[src/rtl/wavetable_poly_if.sv]
// wavetable_poly_if: shared synchronous wavetable RAM read port
interface wavetable_poly_if #(
    parameter int DATAWIDTH = 16,
    parameter int ADDRWIDTH = 8,
    parameter int BANKW     = 2
);
    logic [ADDRWIDTH-1:0] RADDR;
    logic [BANKW-1:0]     rbank;
    logic                 RCLK;
    logic [DATAWIDTH-1:0] RDATA;
    modport master (output RADDR, rbank, RCLK, input RDATA);
    modport slave  (input RADDR, rbank, RCLK, output RDATA);
endinterface

[src/rtl/wavetable_poly.sv]
// wavetable_poly: time-multiplexed N-voice linearly interpolating wavetable oscillator
module wavetable_poly #(
    parameter int DATAWIDTH  = 16,
    parameter int ADDRWIDTH  = 8,
    parameter int PHASEWIDTH = 24,
    parameter int FRACW      = 8,
    parameter int BANKW      = 2,
    parameter int NVOICES    = 4
) (
    input  logic                            clk,
    input  logic                            rst_n,
    input  logic                            sample_tick,
    input  logic [NVOICES*PHASEWIDTH-1:0]   voice_fs,
    input  logic [NVOICES*BANKW-1:0]        voice_bank,
    wavetable_poly_if.master                ram,
    output logic [NVOICES*DATAWIDTH-1:0]    dout,
    output logic                            dout_valid,
    output logic [NVOICES-1:0]              SUB_OUT,
    output logic                            busy,
    output logic                            overrun,
    input  logic                            EXT_READ_ENABLE,
    input  logic                            EXT_READ,
    input  logic [BANKW-1:0]                ext_bank,
    output logic [DATAWIDTH-1:0]            ext_data,
    output logic                            ext_ack
);
    localparam int DW    = DATAWIDTH;
    localparam int AW    = ADDRWIDTH;
    localparam int PW    = PHASEWIDTH;
    localparam int VW    = NVOICES > 1 ? $clog2(NVOICES) : 1;
    localparam int PRODW = DW + FRACW + 2;
    localparam logic [NVOICES*DW-1:0] MID = {NVOICES{1'b1, {(DW-1){1'b0}}}};

    typedef enum logic [2:0] {IDLE, RD0, RD1, MAC, DONE, EXT_RD, EXT_CAP} state_t;

    state_t                 state_q, state_d;
    logic [VW-1:0]          v_q, v_d;
    logic [NVOICES*PW-1:0]  phase_q, phase_d;
    logic [NVOICES*DW-1:0]  shadow_q, shadow_d, dout_q, dout_d;
    logic [NVOICES-1:0]     sub_q, sub_d;
    logic [DW-1:0]          s0_q, s0_d, ext_data_q, ext_data_d;
    logic [AW-1:0]          raddr_q, raddr_d, ext_addr_q, ext_addr_d, nidx;
    logic [BANKW-1:0]       rbank_q, rbank_d;
    logic                   rclk_q, rclk_d, dv_q, dv_d, busy_q, busy_d, ovr_q, ovr_d;
    logic                   ext_ack_q, ext_ack_d, ext_en_q, ext_rd_q, ext_rise, carry;
    logic [PW-1:0]          cur_ph, sum;
    logic [FRACW-1:0]       frac;
    logic signed [DW:0]     diff;
    logic signed [PRODW-1:0] prod;
    logic [DW-1:0]          y;

    // Next-state logic: frame sequencing, interpolation, phase advance and registered outputs
    always_comb begin
        cur_ph       = phase_q[int'(v_q)*PW +: PW];
        frac         = cur_ph[PW-AW-1 -: FRACW];
        diff         = $signed({1'b0, ram.RDATA}) - $signed({1'b0, s0_q});
        prod         = PRODW'(diff) * PRODW'($signed({1'b0, frac}));
        y            = s0_q + DW'(prod >>> FRACW);
        {carry, sum} = {1'b0, cur_ph} + {1'b0, voice_fs[int'(v_q)*PW +: PW]};
        ext_rise     = EXT_READ & ~ext_rd_q;
        state_d      = state_q;
        v_d          = v_q;
        phase_d      = phase_q;
        sub_d        = sub_q;
        s0_d         = s0_q;
        shadow_d     = shadow_q;
        ext_data_d   = ext_data_q;
        ext_addr_d   = ext_addr_q;
        case (state_q)
            IDLE: begin
                if (sample_tick && !EXT_READ_ENABLE) begin
                    state_d = RD0;
                    v_d     = '0;
                end else if (EXT_READ_ENABLE && ext_rise) begin
                    state_d = EXT_RD;
                end
            end
            RD0: state_d = RD1;
            RD1: begin
                s0_d    = ram.RDATA;
                state_d = MAC;
            end
            MAC: begin
                shadow_d[int'(v_q)*DW +: DW] = y;
                phase_d[int'(v_q)*PW +: PW]  = sum;
                sub_d[v_q]                   = sub_q[v_q] ^ carry;
                if (v_q == VW'(NVOICES-1)) begin
                    state_d = DONE;
                end else begin
                    state_d = RD0;
                    v_d     = v_q + VW'(1);
                end
            end
            DONE: state_d = IDLE;
            EXT_RD: state_d = EXT_CAP;
            EXT_CAP: begin
                ext_data_d = ram.RDATA;
                ext_addr_d = ext_addr_q + AW'(1);
                state_d    = IDLE;
            end
            default: state_d = IDLE;
        endcase
        if (EXT_READ_ENABLE && !ext_en_q) ext_addr_d = '0;
        nidx      = phase_q[int'(v_d)*PW + PW - AW +: AW];
        rclk_d    = (state_d == RD0) || (state_d == RD1) || (state_d == EXT_RD);
        raddr_d   = state_d == RD0 ? nidx : state_d == RD1 ? nidx + AW'(1) :
                    state_d == EXT_RD ? ext_addr_q : raddr_q;
        rbank_d   = state_d == RD0 ? voice_bank[int'(v_d)*BANKW +: BANKW] :
                    state_d == EXT_RD ? ext_bank : rbank_q;
        busy_d    = state_d != IDLE;
        dv_d      = state_d == DONE;
        ext_ack_d = state_q == EXT_CAP;
        ovr_d     = ovr_q | (sample_tick & ~EXT_READ_ENABLE & (state_q != IDLE));
        dout_d    = state_d == DONE ? shadow_d :
                    (EXT_READ_ENABLE && (state_q == IDLE || state_q == EXT_RD || state_q == EXT_CAP)) ? MID :
                    dout_q;
    end

    // State and output registers; reset returns every lane to midscale
    always_ff @(posedge clk or negedge rst_n) begin
        if (!rst_n) begin
            state_q    <= IDLE;
            v_q        <= '0;
            phase_q    <= '0;
            shadow_q   <= MID;
            dout_q     <= MID;
            sub_q      <= '0;
            s0_q       <= '0;
            ext_data_q <= '0;
            ext_addr_q <= '0;
            raddr_q    <= '0;
            rbank_q    <= '0;
            rclk_q     <= 1'b0;
            dv_q       <= 1'b0;
            busy_q     <= 1'b0;
            ovr_q      <= 1'b0;
            ext_ack_q  <= 1'b0;
            ext_en_q   <= 1'b0;
            ext_rd_q   <= 1'b0;
        end else begin
            state_q    <= state_d;
            v_q        <= v_d;
            phase_q    <= phase_d;
            shadow_q   <= shadow_d;
            dout_q     <= dout_d;
            sub_q      <= sub_d;
            s0_q       <= s0_d;
            ext_data_q <= ext_data_d;
            ext_addr_q <= ext_addr_d;
            raddr_q    <= raddr_d;
            rbank_q    <= rbank_d;
            rclk_q     <= rclk_d;
            dv_q       <= dv_d;
            busy_q     <= busy_d;
            ovr_q      <= ovr_d;
            ext_ack_q  <= ext_ack_d;
            ext_en_q   <= EXT_READ_ENABLE;
            ext_rd_q   <= EXT_READ;
        end
    end

    assign ram.RADDR  = raddr_q;
    assign ram.rbank  = rbank_q;
    assign ram.RCLK   = rclk_q;
    assign dout       = dout_q;
    assign dout_valid = dv_q;
    assign SUB_OUT    = sub_q;
    assign busy       = busy_q;
    assign overrun    = ovr_q;
    assign ext_data   = ext_data_q;
    assign ext_ack    = ext_ack_q;
endmodule

[src/flat_wrapper.sv]
// flat-port wrapper written by rule: the top's interface ports become plain ports
module wavetable_poly_flat 
#(
    parameter int DATAWIDTH  = 16,
    parameter int ADDRWIDTH  = 8,
    parameter int PHASEWIDTH = 24,
    parameter int FRACW      = 8,
    parameter int BANKW      = 2,
    parameter int NVOICES    = 4
)
  (clk, rst_n, sample_tick, voice_fs, voice_bank, dout, dout_valid, SUB_OUT, busy, overrun, EXT_READ_ENABLE, EXT_READ, ext_bank, ext_data, ext_ack, ram_RADDR, ram_rbank, ram_RCLK, ram_RDATA);
  wavetable_poly_if #(.DATAWIDTH(DATAWIDTH), .ADDRWIDTH(ADDRWIDTH), .BANKW(BANKW)) ram_i ();
  input  logic clk;
  input  logic rst_n;
  input  logic sample_tick;
  input  logic [NVOICES*PHASEWIDTH-1:0] voice_fs;
  input  logic [NVOICES*BANKW-1:0] voice_bank;
  output logic [NVOICES*DATAWIDTH-1:0] dout;
  output logic dout_valid;
  output logic [NVOICES-1:0] SUB_OUT;
  output logic busy;
  output logic overrun;
  input  logic EXT_READ_ENABLE;
  input  logic EXT_READ;
  input  logic [BANKW-1:0] ext_bank;
  output logic [DATAWIDTH-1:0] ext_data;
  output logic ext_ack;
  output wire logic [$bits(ram_i.RADDR)-1:0] ram_RADDR;
  output wire logic [$bits(ram_i.rbank)-1:0] ram_rbank;
  output wire logic [$bits(ram_i.RCLK)-1:0] ram_RCLK;
  input wire logic [$bits(ram_i.RDATA)-1:0] ram_RDATA;
  assign ram_RADDR = ram_i.RADDR;
  assign ram_rbank = ram_i.rbank;
  assign ram_RCLK = ram_i.RCLK;
  assign ram_i.RDATA = ram_RDATA;
  wavetable_poly #(.DATAWIDTH(DATAWIDTH), .ADDRWIDTH(ADDRWIDTH), .PHASEWIDTH(PHASEWIDTH), .FRACW(FRACW), .BANKW(BANKW), .NVOICES(NVOICES)) u_core (.clk(clk), .rst_n(rst_n), .sample_tick(sample_tick), .voice_fs(voice_fs), .voice_bank(voice_bank), .ram(ram_i), .dout(dout), .dout_valid(dout_valid), .SUB_OUT(SUB_OUT), .busy(busy), .overrun(overrun), .EXT_READ_ENABLE(EXT_READ_ENABLE), .EXT_READ(EXT_READ), .ext_bank(ext_bank), .ext_data(ext_data), .ext_ack(ext_ack));
endmodule
[config.mk]
export PLATFORM = sky130hd
export DESIGN_NAME = wavetable_poly_flat
export DESIGN_NICKNAME = d
export VERILOG_FILES = /design/src/rtl/wavetable_poly_if.sv /design/src/rtl/wavetable_poly.sv /design/src/flat_wrapper.sv
export SDC_FILE = /design/constraint.sdc
export NUM_CORES = 1
export LEC_CHECK = 0
export ABC_AREA = 0
export CAP_MARGIN = 20
export CELL_PAD_IN_SITES_DETAIL_PLACEMENT = 0
export CELL_PAD_IN_SITES_GLOBAL_PLACEMENT = 2
export CORE_ASPECT_RATIO = 0.6
export CORE_UTILIZATION = 34
export DETAILED_ROUTE_END_ITERATION = 10
export MAX_ROUTING_LAYER = met4
export PLACE_DENSITY = 0.83
export SLEW_MARGIN = 0
export SYNTH_ARGS = -nofsm -noshare
export SYNTH_HDL_FRONTEND = slang
export SYNTH_SLANG_ARGS = --single-unit
[constraint.sdc]
create_clock -name clk -period 7.4 [get_ports clk]
set_input_delay 1.85 -clock clk [delete_from_list [all_inputs] [get_ports clk]]
set_output_delay 1.85 -clock clk [all_outputs]
set_load 0.05 [all_outputs]
==> results of run 1 <==
-- per-stage QoR --
stage / instances / hold slack (ns)
2_1_floorplan: 2140 / 0.4440
3_5_place_dp: 3333 / 0.4616
5_1_grt: 3441 / 0.4991
6_report: 3441 / 0.4775
3_3_place_gp: 3332 / 0.4568
4_1_cts: 3419 / 0.4724
-- sequential cells by signal (all words and copies together), names as in the netlist --
| register | flops |
|---|---|
| u_core.dout | 64 |
| u_core.ext_rd_q | 1 |
| u_core.phase_q | 96 |
| u_core.v_q | 2 |
| u_core.ram.RADDR | 8 |
| u_core.ext_addr_q | 8 |
| u_core.dout_valid | 1 |
| u_core.overrun | 1 |
| u_core.ext_en_q | 1 |
| u_core.ext_data | 16 |
| u_core.ram.RCLK | 1 |
| u_core.s0_q | 16 |
| u_core.SUB_OUT | 4 |
| u_core.shadow_q | 64 |
| u_core.ram.rbank | 2 |
| u_core.state_q | 3 |
| u_core.busy | 1 |
| u_core.ext_ack | 1 |
-- placed cells by master, fill, tap and decap left out, types with 15 or more instances in the layout --
cell / Yosys / layout
sky130_fd_sc_hd__mux4_2: 54 / 54
sky130_fd_sc_hd__a21oi_1: 83 / 69
sky130_fd_sc_hd__nor3_1: 28 / 22
sky130_fd_sc_hd__fa_1: 105 / 103
sky130_fd_sc_hd__and2_1: 18 / 17
sky130_fd_sc_hd__clkbuf_16: 0 / 30
sky130_fd_sc_hd__mux2i_1: 28 / 28
sky130_fd_sc_hd__a22o_1: 127 / 127
sky130_fd_sc_hd__inv_1: 211 / 203
sky130_fd_sc_hd__xor2_1: 28 / 21
sky130_fd_sc_hd__o21ai_1: 16 / 24
sky130_fd_sc_hd__xnor2_1: 44 / 37
sky130_fd_sc_hd__ha_1: 112 / 98
sky130_fd_sc_hd__o21ai_0: 133 / 106
sky130_fd_sc_hd__nor2_1: 123 / 114
sky130_fd_sc_hd__buf_4: 0 / 276
sky130_fd_sc_hd__nand2_1: 303 / 301
sky130_fd_sc_hd__dfrtp_1: 282 / 280
sky130_fd_sc_hd__clkdlybuf4s50_1: 0 / 219
sky130_fd_sc_hd__nand3_1: 35 / 32
sky130_fd_sc_hd__buf_6: 4 / 23
sky130_fd_sc_hd__a22oi_1: 28 / 27
sky130_fd_sc_hd__nand2b_1: 17 / 15
sky130_fd_sc_hd__a21o_1: 18 / 18
-- per-layer routing --
layer	vias up	routed length [um]	global-route usage, %
li1	8427	-	-
met1	9239	37660	38.25
met2	776	30550	32.24
met3	88	7381	7.158
met4	0	1491	4.178
met5	-	0	-
-- final cells by class --
| type | count | area (um2) | area share [%] |
|---|---|---|---|
| sequential | 290 | 7272 | 25.71 |
| clock buffer | 43 | 839.6 | 2.968 |
| clock inverter | 11 | 150.1 | 0.5308 |
| tap | 828 | 1036 | 3.663 |
| inverter | 213 | 817.0 | 2.888 |
| multi-input combinational | 1529 | 13500 | 47.74 |
| timing repair buffer | 527 | 4668 | 16.50 |
-- repair_timing --
item	4_1_cts	5_1_grt
pin swaps	105	50
hold buffers	0	0
buffers inserted	32	22
setup endpoints to repair	127	124
resized for setup	128	49
-- worst min-delay path, stage by stage, from the launching register on --
cell and delay, ns:
sky130_fd_sc_hd__dfrtp_1 0.34, sky130_fd_sc_hd__nand2_1 0.04, sky130_fd_sc_hd__o21ai_0 0.06
-- final timing paths --
check	cells past startpoint	endpoint	from	slack, ns
setup / recovery	38	u_core.dout[59]$_DFFE_PN0P_	ram_RDATA[1]	-1.43
hold / removal	2	u_core.ext_data[0]$_DFFE_PN0P_	u_core.ext_data[0]$_DFFE_PN0P_	0.48
setup reg to reg	38	u_core.dout[59]$_DFFE_PN0P_	u_core.s0_q[1]$_DFFE_PN0N_	-0.56
hold reg to reg	2	u_core.ext_data[0]$_DFFE_PN0P_	u_core.ext_data[0]$_DFFE_PN0P_	0.48
max in group asynchronous	2	u_core.shadow_q[4]$_DFF_PN0_	rst_n	4.71
min in group asynchronous	1	u_core.phase_q[89]$_DFFE_PN0P_	rst_n	1.22
-- cell families (layout without fill, tap and decap cells) --
| logic type | Yosys count | in the layout |
|---|---|---|
| xor gates and xnor gates | 75 | 75 |
| DFF | 290 | 290 |
| buffers and inverters | 321 | 794 |
| muxes | 101 | 101 |
| AOI/OAI and AO/OA | 537 | 537 |
| adders and majority gates | 217 | 217 |
| and+or+nand+nor | 599 | 599 |
==> run summary, run 1 <==
The clock slew at the register clock pins of the worst setup and hold paths was 0.06 ns; the count of synthesis-stage warnings from yosys was 0. The clock tree root driver cell is sky130_fd_sc_hd__clkbuf_16. After filler insertion, the fill cell instance count of the layout stands at 5741. The adder-cell share of the synthesized area came out at 16.65%.

Before antenna repair, the detailed router went through 8 iterations. Of the synthesized area, sequential elements account for 34.55%. The overall overflow remaining after global route was 0. For the worst-skew pair, the clock arrives at the later sink with an insertion delay of 0.61 ns. Global routing used 24.97% of the available tracks across all layers. The flow ran to the end, but the final reports show violations. The finished cells cover 0.02829 mm2.

In the routed design, unresolved DRC markers number 0. The worst setup path is captured at a register. The number of nets in the synthesized netlist is 2484.

In the synthesized netlist, the cells that appear most often are sky130_fd_sc_hd__nand2_1 (303), sky130_fd_sc_hd__dfrtp_1 (282), sky130_fd_sc_hd__inv_1 (211). In this run the cell area measured after placement is 0.02603 mm2. The number of sinks on the clock net is 290, and the share of synthesized flip-flops with an asynchronous set or reset is 100.0%.

The critical path class was in2reg. The max-cap check violation count is 0, and the endpoint arrival time on the critical path is 9.33 ns. The largest fanout on the critical path was 3.

Xor/xnor cell area share of the yosys netlist: 3.230%. The post-route minimum period is 8.835 ns. HPWL after detailed placement: 58770 um.

In the routed layout, each cell is associated on average with a via count of 5.385. The average cell area after synthesis is 9.830 um2. The final route contains 18530 vias. The number of I/O pins is 226. After the first detailed-routing iteration, the DRC count stood at 1734. Ranked by total cell area, the synthesized netlist is headed by sky130_fd_sc_hd__dfrtp_1 (34%), sky130_fd_sc_hd__fa_1 (10%), sky130_fd_sc_hd__ha_1 (6.7%), sky130_fd_sc_hd__mux4_2 (5.8%), sky130_fd_sc_hd__nand2_1 (5.4%).

Most common cell in the synthesized netlist: sky130_fd_sc_hd__nand2_1. The floorplan step defined a die boundary enclosing 0.06290 mm2. The primary flip-flop cell chosen by synthesis mapping is sky130_fd_sc_hd__dfrtp_1. The residual antenna-violating net count after detailed routing is 0, and the number of enable flip-flop cells after synthesis is 0. The largest single stage delay on the critical path is 0.53 ns. The top-area cell type share of the netlist area is 33.55%, and the post-route clock skew is 0.02439 ns.

At the end of routability-driven placement, the weighted congestion stood at 0.9627. The maximum number of pins on one net before global-route repair is 82. The tools report the starting utilization of the core area as 34.46%. Among the stages of the critical path, the cell type that occurs most often is sky130_fd_sc_hd__fa_1.

Prior to clock tree synthesis, the placed netlist has a worst setup slack of -2.749 ns. The worst setup path is launched from an input pin. Setup repair after global routing could not meet its margin everywhere. The setup total negative slack is -111.64 ns, and the number of hold violations in the final report is 0. The floorplan step set the die height to 194.7 um.

The post-synthesis simple-gate area fraction was 12.69%; the buffers plus inverters on the worst setup path was 9. The checks that failed: negative setup slack. The tools report the final-report setup violation count as 118.

After layout, the worst path uses 119.4% of the clock period. For the worst-case setup margin in the final layout, the log shows -1.435 ns. The run gives 3 as the number of buffers between clock root and the deepest sink. The quantity of I/O buffers inserted on ports works out to 225. The slowest stage of the critical path is the sky130_fd_sc_hd__fa_1 cell. The routed wire length came out at 77070 um.

Die extent in x: 323.1 um. The number of global-route vias before repair is 18420. Measured against its own limit, the worst slew margin works out to 24.05%. Combinational family with the most area after synthesis: compound AO/OA/AOI/OAI gates. The post-detailed-route wirelength per cell is 22.40 um, and the required time of the critical path is 7.90 ns.

Clock tree synthesis inserted a total of 30 buffers. The compound-cell area share of the yosys netlist came out at 17.93%. The antenna diode instance count came out at 0. Total count of max-transition violations in the final report: 0.

At the pin with the least slew margin, the transition time is 1.135 ns. The cell family contributing the most delay on the critical path is adder cells. The run gives 90 as the post-synthesis cell type count. Area growth from synthesis to layout: 34.47%.

TritonCTS built the clock tree. Of all cell types, the one taking the most synthesized area is sky130_fd_sc_hd__dfrtp_1. The portion of synthesized area spent on multiplexers is 8.988%.

The run gives 1 as the initial antenna violation count. Synthesis handed over a netlist of 2140 instances. The run gives 115700 um as the global-route wire length before repair. The worst hold path belongs to the class reg2reg. Static timing analysis puts the maximum clock frequency at 113.2 MHz.

The cell area that synthesis handed to floorplanning was 0.02104 mm2. For this run, the post-layout net count is 2935. Cells fill 46.34% of the core in the end. The number of levels in the clock H-tree was 1; the register bit count reported by yosys was 290. The floorplan has 70 rows. Cells with a size suffix above 1 make up 22.54% of the layout.

The core region is 0.06105 mm2.
Power of run 1 is left out: the tool's default activity adds up to more than one toggle a clock period on the data nets, which glitch-free logic cannot reach.
==> inputs of run 2 (changes only) <==
--- a/config.mk
+++ b/config.mk
@@ -9,9 +9,10 @@
 export CAP_MARGIN = 20
 export CELL_PAD_IN_SITES_DETAIL_PLACEMENT = 0
 export CELL_PAD_IN_SITES_GLOBAL_PLACEMENT = 2
-export CORE_ASPECT_RATIO = 0.6
+export CORE_ASPECT_RATIO = 1.5
 export CORE_UTILIZATION = 34
 export DETAILED_ROUTE_END_ITERATION = 10
+export HOLD_SLACK_MARGIN = 0.03
 export MAX_ROUTING_LAYER = met4
 export PLACE_DENSITY = 0.83
 export SLEW_MARGIN = 0
==> run 2 against run 1 <==
Compared with the run above:
- worst hold slack lost 0.0054 ns
- the flow still finishes with violations (negative setup slack)
- die area is essentially flat
- register-to-register slack gained 0.26 ns
- setup slack gained 0.29 ns
- via count grew 0.57%
- cell count shrank 0.55%
- non-clock buffer count grew 14
==> run summary, run 2 (synthesis results as in run 1) <==
Clock slew at the register clock pins of the worst setup and hold paths: 0.07 ns (was 0.06 ns). The tools report the worst-case setup margin in the final layout as -1.147 ns (was -1.435 ns). The clock tree root driver cell is sky130_fd_sc_hd__clkbuf_16 (unchanged). The number of hold violations in the final report came out at 0 (unchanged).

The run finished, with violations left. Initial antenna violation count: 0 (was 1). TritonCTS built the clock tree.

The tools report the required time of the critical path as 7.90 ns (about the same). The number of iterations in the first detailed-routing pass was 6 (was 8). Number of sinks on the clock net: 290 (unchanged).

The antenna diode instance count came out at 0 (unchanged). The logs give 18640 (was 18530) for the total number of vias and 0.9467 (was 0.9627) for the final weighted congestion of routability-driven global placement. The final-report setup violation count was 116 (was 118). The number of levels in the clock H-tree was 1 (unchanged).

The quantity of I/O buffers inserted on ports is 225 (unchanged), and the overall global routing resource usage is 25.23% (was 24.97%). Post-route clock skew: 0.02318 ns (was 0.02439 ns). The slowest cell on the critical path was sky130_fd_sc_hd__fa_1 (unchanged).

The longest individual stage delay on the worst path came out at 0.52 ns (was 0.53 ns). The average vias per placed instance is 5.446 (was 5.385), and the die extent in x is 205.1 um (was 323.1 um). The post-detailed-route wirelength per cell works out to 22.58 um (was 22.40 um). The area of the core is 0.06111 mm2 (was 0.06105 mm2), and the worst-case hold slack is 0.4720 ns (was 0.4775 ns). The slew at the pin closest to its max-slew limit was 1.157 ns (was 1.135 ns).

The tools report the number of global-route vias before repair as 19700 (was 18420). The register with the most flip-flops was u_core.phase_q (unchanged). The most common cell after layout, fill and taps aside was sky130_fd_sc_hd__nand2_1 (unchanged). The tools report the number of fill cells as 5808 (was 5741). For the violation count after the first detailed-route iteration, the log shows 1132 (was 1734). The logs give -89.73 ns (was -111.64 ns) for the setup total negative slack and 0.61 ns (about the same) for the clock latency of the later-clocked register in the worst-skew pair.

Top library cells by usage in the layout, fill and taps aside: sky130_fd_sc_hd__nand2_1 (299), sky130_fd_sc_hd__dfrtp_1 (280), sky130_fd_sc_hd__buf_4 (273) (was sky130_fd_sc_hd__nand2_1 (301), sky130_fd_sc_hd__dfrtp_1 (280), sky130_fd_sc_hd__buf_4 (276)). The ratio of final minimum period to clock period works out to 115.5% (was 119.4%). The tools report the net count reported at finish as 2950 (was 2935).

The endpoint arrival time on the critical path is 9.05 ns (was 9.33 ns), and the die span in y is 306.6 um (was 194.7 um). Startpoint of the worst-slack reg-to-reg timing path: u_core.s0_q[1]$_DFFE_PN0N_ (unchanged). Largest fanout on the critical path: 8 (was 3). The post-route minimum period is 8.547 ns (was 8.835 ns). The placement row count is 111 (was 70). The cell count of the worst reg-to-reg path was 39 (was 38).

The HPWL after detailed placement came out at 58550 um (was 58770 um). The residual antenna-violating net count after detailed routing came out at 0 (unchanged). The number of remaining DRC errors was 0 (unchanged). The category of cells accounting for the largest share of critical-path delay was adder cells (unchanged). The global-route wire length before repair came out at 117200 um (was 115700 um).

Peak clock frequency supported by timing: 117.0 MHz (was 113.2 MHz). The critical path launch point was ram_RDATA[0] (was ram_RDATA[1]). The area growth from synthesis to layout was 36.32% (was 34.47%). Setup repair after global routing could not meet its margin everywhere.

The critical path launch point type is an input pin (unchanged). Max-cap check violation count: 0 (unchanged). The fraction of final layout cells with drive strength greater than 1 came out at 23.83% (was 22.54%).

The run gives 0 (unchanged) as the number of buffers inserted for hold repair after clock tree synthesis. The reg-to-reg critical path endpoint is u_core.dout[46]$_DFFE_PN0P_ (was u_core.dout[59]$_DFFE_PN0P_). For the setup slack on the worst flop-to-flop path, the log shows -0.30 ns (was -0.56 ns).

The critical path endpoint was u_core.dout[46]$_DFFE_PN0P_ (was u_core.dout[59]$_DFFE_PN0P_). The critical path capture point type was a register (unchanged). The buffers plus inverters on the worst setup path was 10 (was 9). Maximum number of pins on one net before global-route repair: 120 (was 82). The number of flip-flops in the largest register is 96 (unchanged), and the overall overflow remaining after global route is 0 (unchanged). The area of the die is 0.06289 mm2 (was 0.06290 mm2). The critical path class was in2reg (unchanged). The run gives 31 (was 30) as the clock buffer count from CTS. Failing checks: negative setup slack (unchanged). The instance count on the critical path was 41 (was 38); the worst slew margin relative to its limit was 22.24% (was 24.05%). The run gives 77270 um (was 77070 um) as the routed wire length.

The number of I/O pins is 226 (unchanged), and the total count of max-transition violations in the final report is 0 (unchanged). The tools report the starting utilization of the core area as 34.42% (was 34.46%). The worst min-delay path category is reg2reg (unchanged). For the number of buffers between clock root and the deepest sink, the log shows 3 (unchanged).
-- run 2: changes by cell type in the layout (fill, tap and decap cells not counted), sizes merged --
cell / previous run / this run
clkdlybuf4s15: 0 / 1
clkbuf: 45 / 37
inv: 213 / 217
dlygate4sd2: 0 / 1
clkdlybuf4s50: 219 / 217
buf: 305 / 320
dlymetal6s2s: 1 / 2
bufinv: 2 / 8
-- run 2: repair_timing --
action / in CTS / in global routing
setup endpoints to repair: 124 / 120
buffers inserted: 45 / 33
gates resized for setup: 159 / 67
pin swaps: 118 / 57
-- run 2: layout make-up --
cell class	count	area [um2]	share of cell area (%)
well taps	791	989.7	3.451
flip-flops and latches	290	7272	25.36
clock inverters	21	359.1	1.252
multi-input cells	1529	13580	47.36
inverters	213	817.0	2.849
clock buffers	37	808.3	2.819
repair buffers	541	4850	16.91
-- run 2: metal layers --
metal / GRT usage (%) / up-vias / share of wire, % / wire (um)
met3: 2.183 / 169 / 4.1 / 3202
met4: 11.73 / 0 / 5.4 / 4155
met2: 45.17 / 597 / 53 / 40800
met1: 28.10 / 9430 / 38 / 29110
met5: - / - / 0 / 0
li1: - / 8440 / - / -
-- run 2: worst reg2reg max path, delay by kind of cell, from the launching register on --
family          cells  cell delay (ns)
xor+xnor            2             0.31
flops               1             0.38
buf+inv             8             0.76
compound gates     13             1.93
simple gates        8             1.15
fa+ha+maj           8             3.06
-- run 2: worst min path at each step --
stage / cells after the start / endpoint / startpoint
2_1_floorplan: 2 / u_core.shadow_q[62]$_DFF_PN0_ / u_core.shadow_q[62]$_DFF_PN0_
3_3_place_gp: 2 / u_core.shadow_q[47]$_DFF_PN1_ / u_core.shadow_q[47]$_DFF_PN1_
3_5_place_dp: 2 / u_core.ext_data[3]$_DFFE_PN0P_ / u_core.ext_data[3]$_DFFE_PN0P_
4_1_cts: 2 / u_core.shadow_q[11]$_DFF_PN0_ / u_core.shadow_q[11]$_DFF_PN0_
5_1_grt: 2 / u_core.shadow_q[47]$_DFF_PN1_ / u_core.shadow_q[47]$_DFF_PN1_
6_report: 2 / u_core.ext_data[3]$_DFFE_PN0P_ / u_core.ext_data[3]$_DFFE_PN0P_
-- run 2: metrics by stage --
stage          worst slack (ns)  util [%]  instance area [um2]  std cells
2_1_floorplan            -1.498         -                21290       2140
3_3_place_gp             -2.496     42.74                26120       3308
3_5_place_dp             -2.610     42.76                26130       3309
4_1_cts                  -1.263     46.21                28240       3401
5_1_grt                  -1.474     46.92                28680       3422
6_report                 -1.147     46.92                28680       3422
Power of run 2 is left out for the same reason.
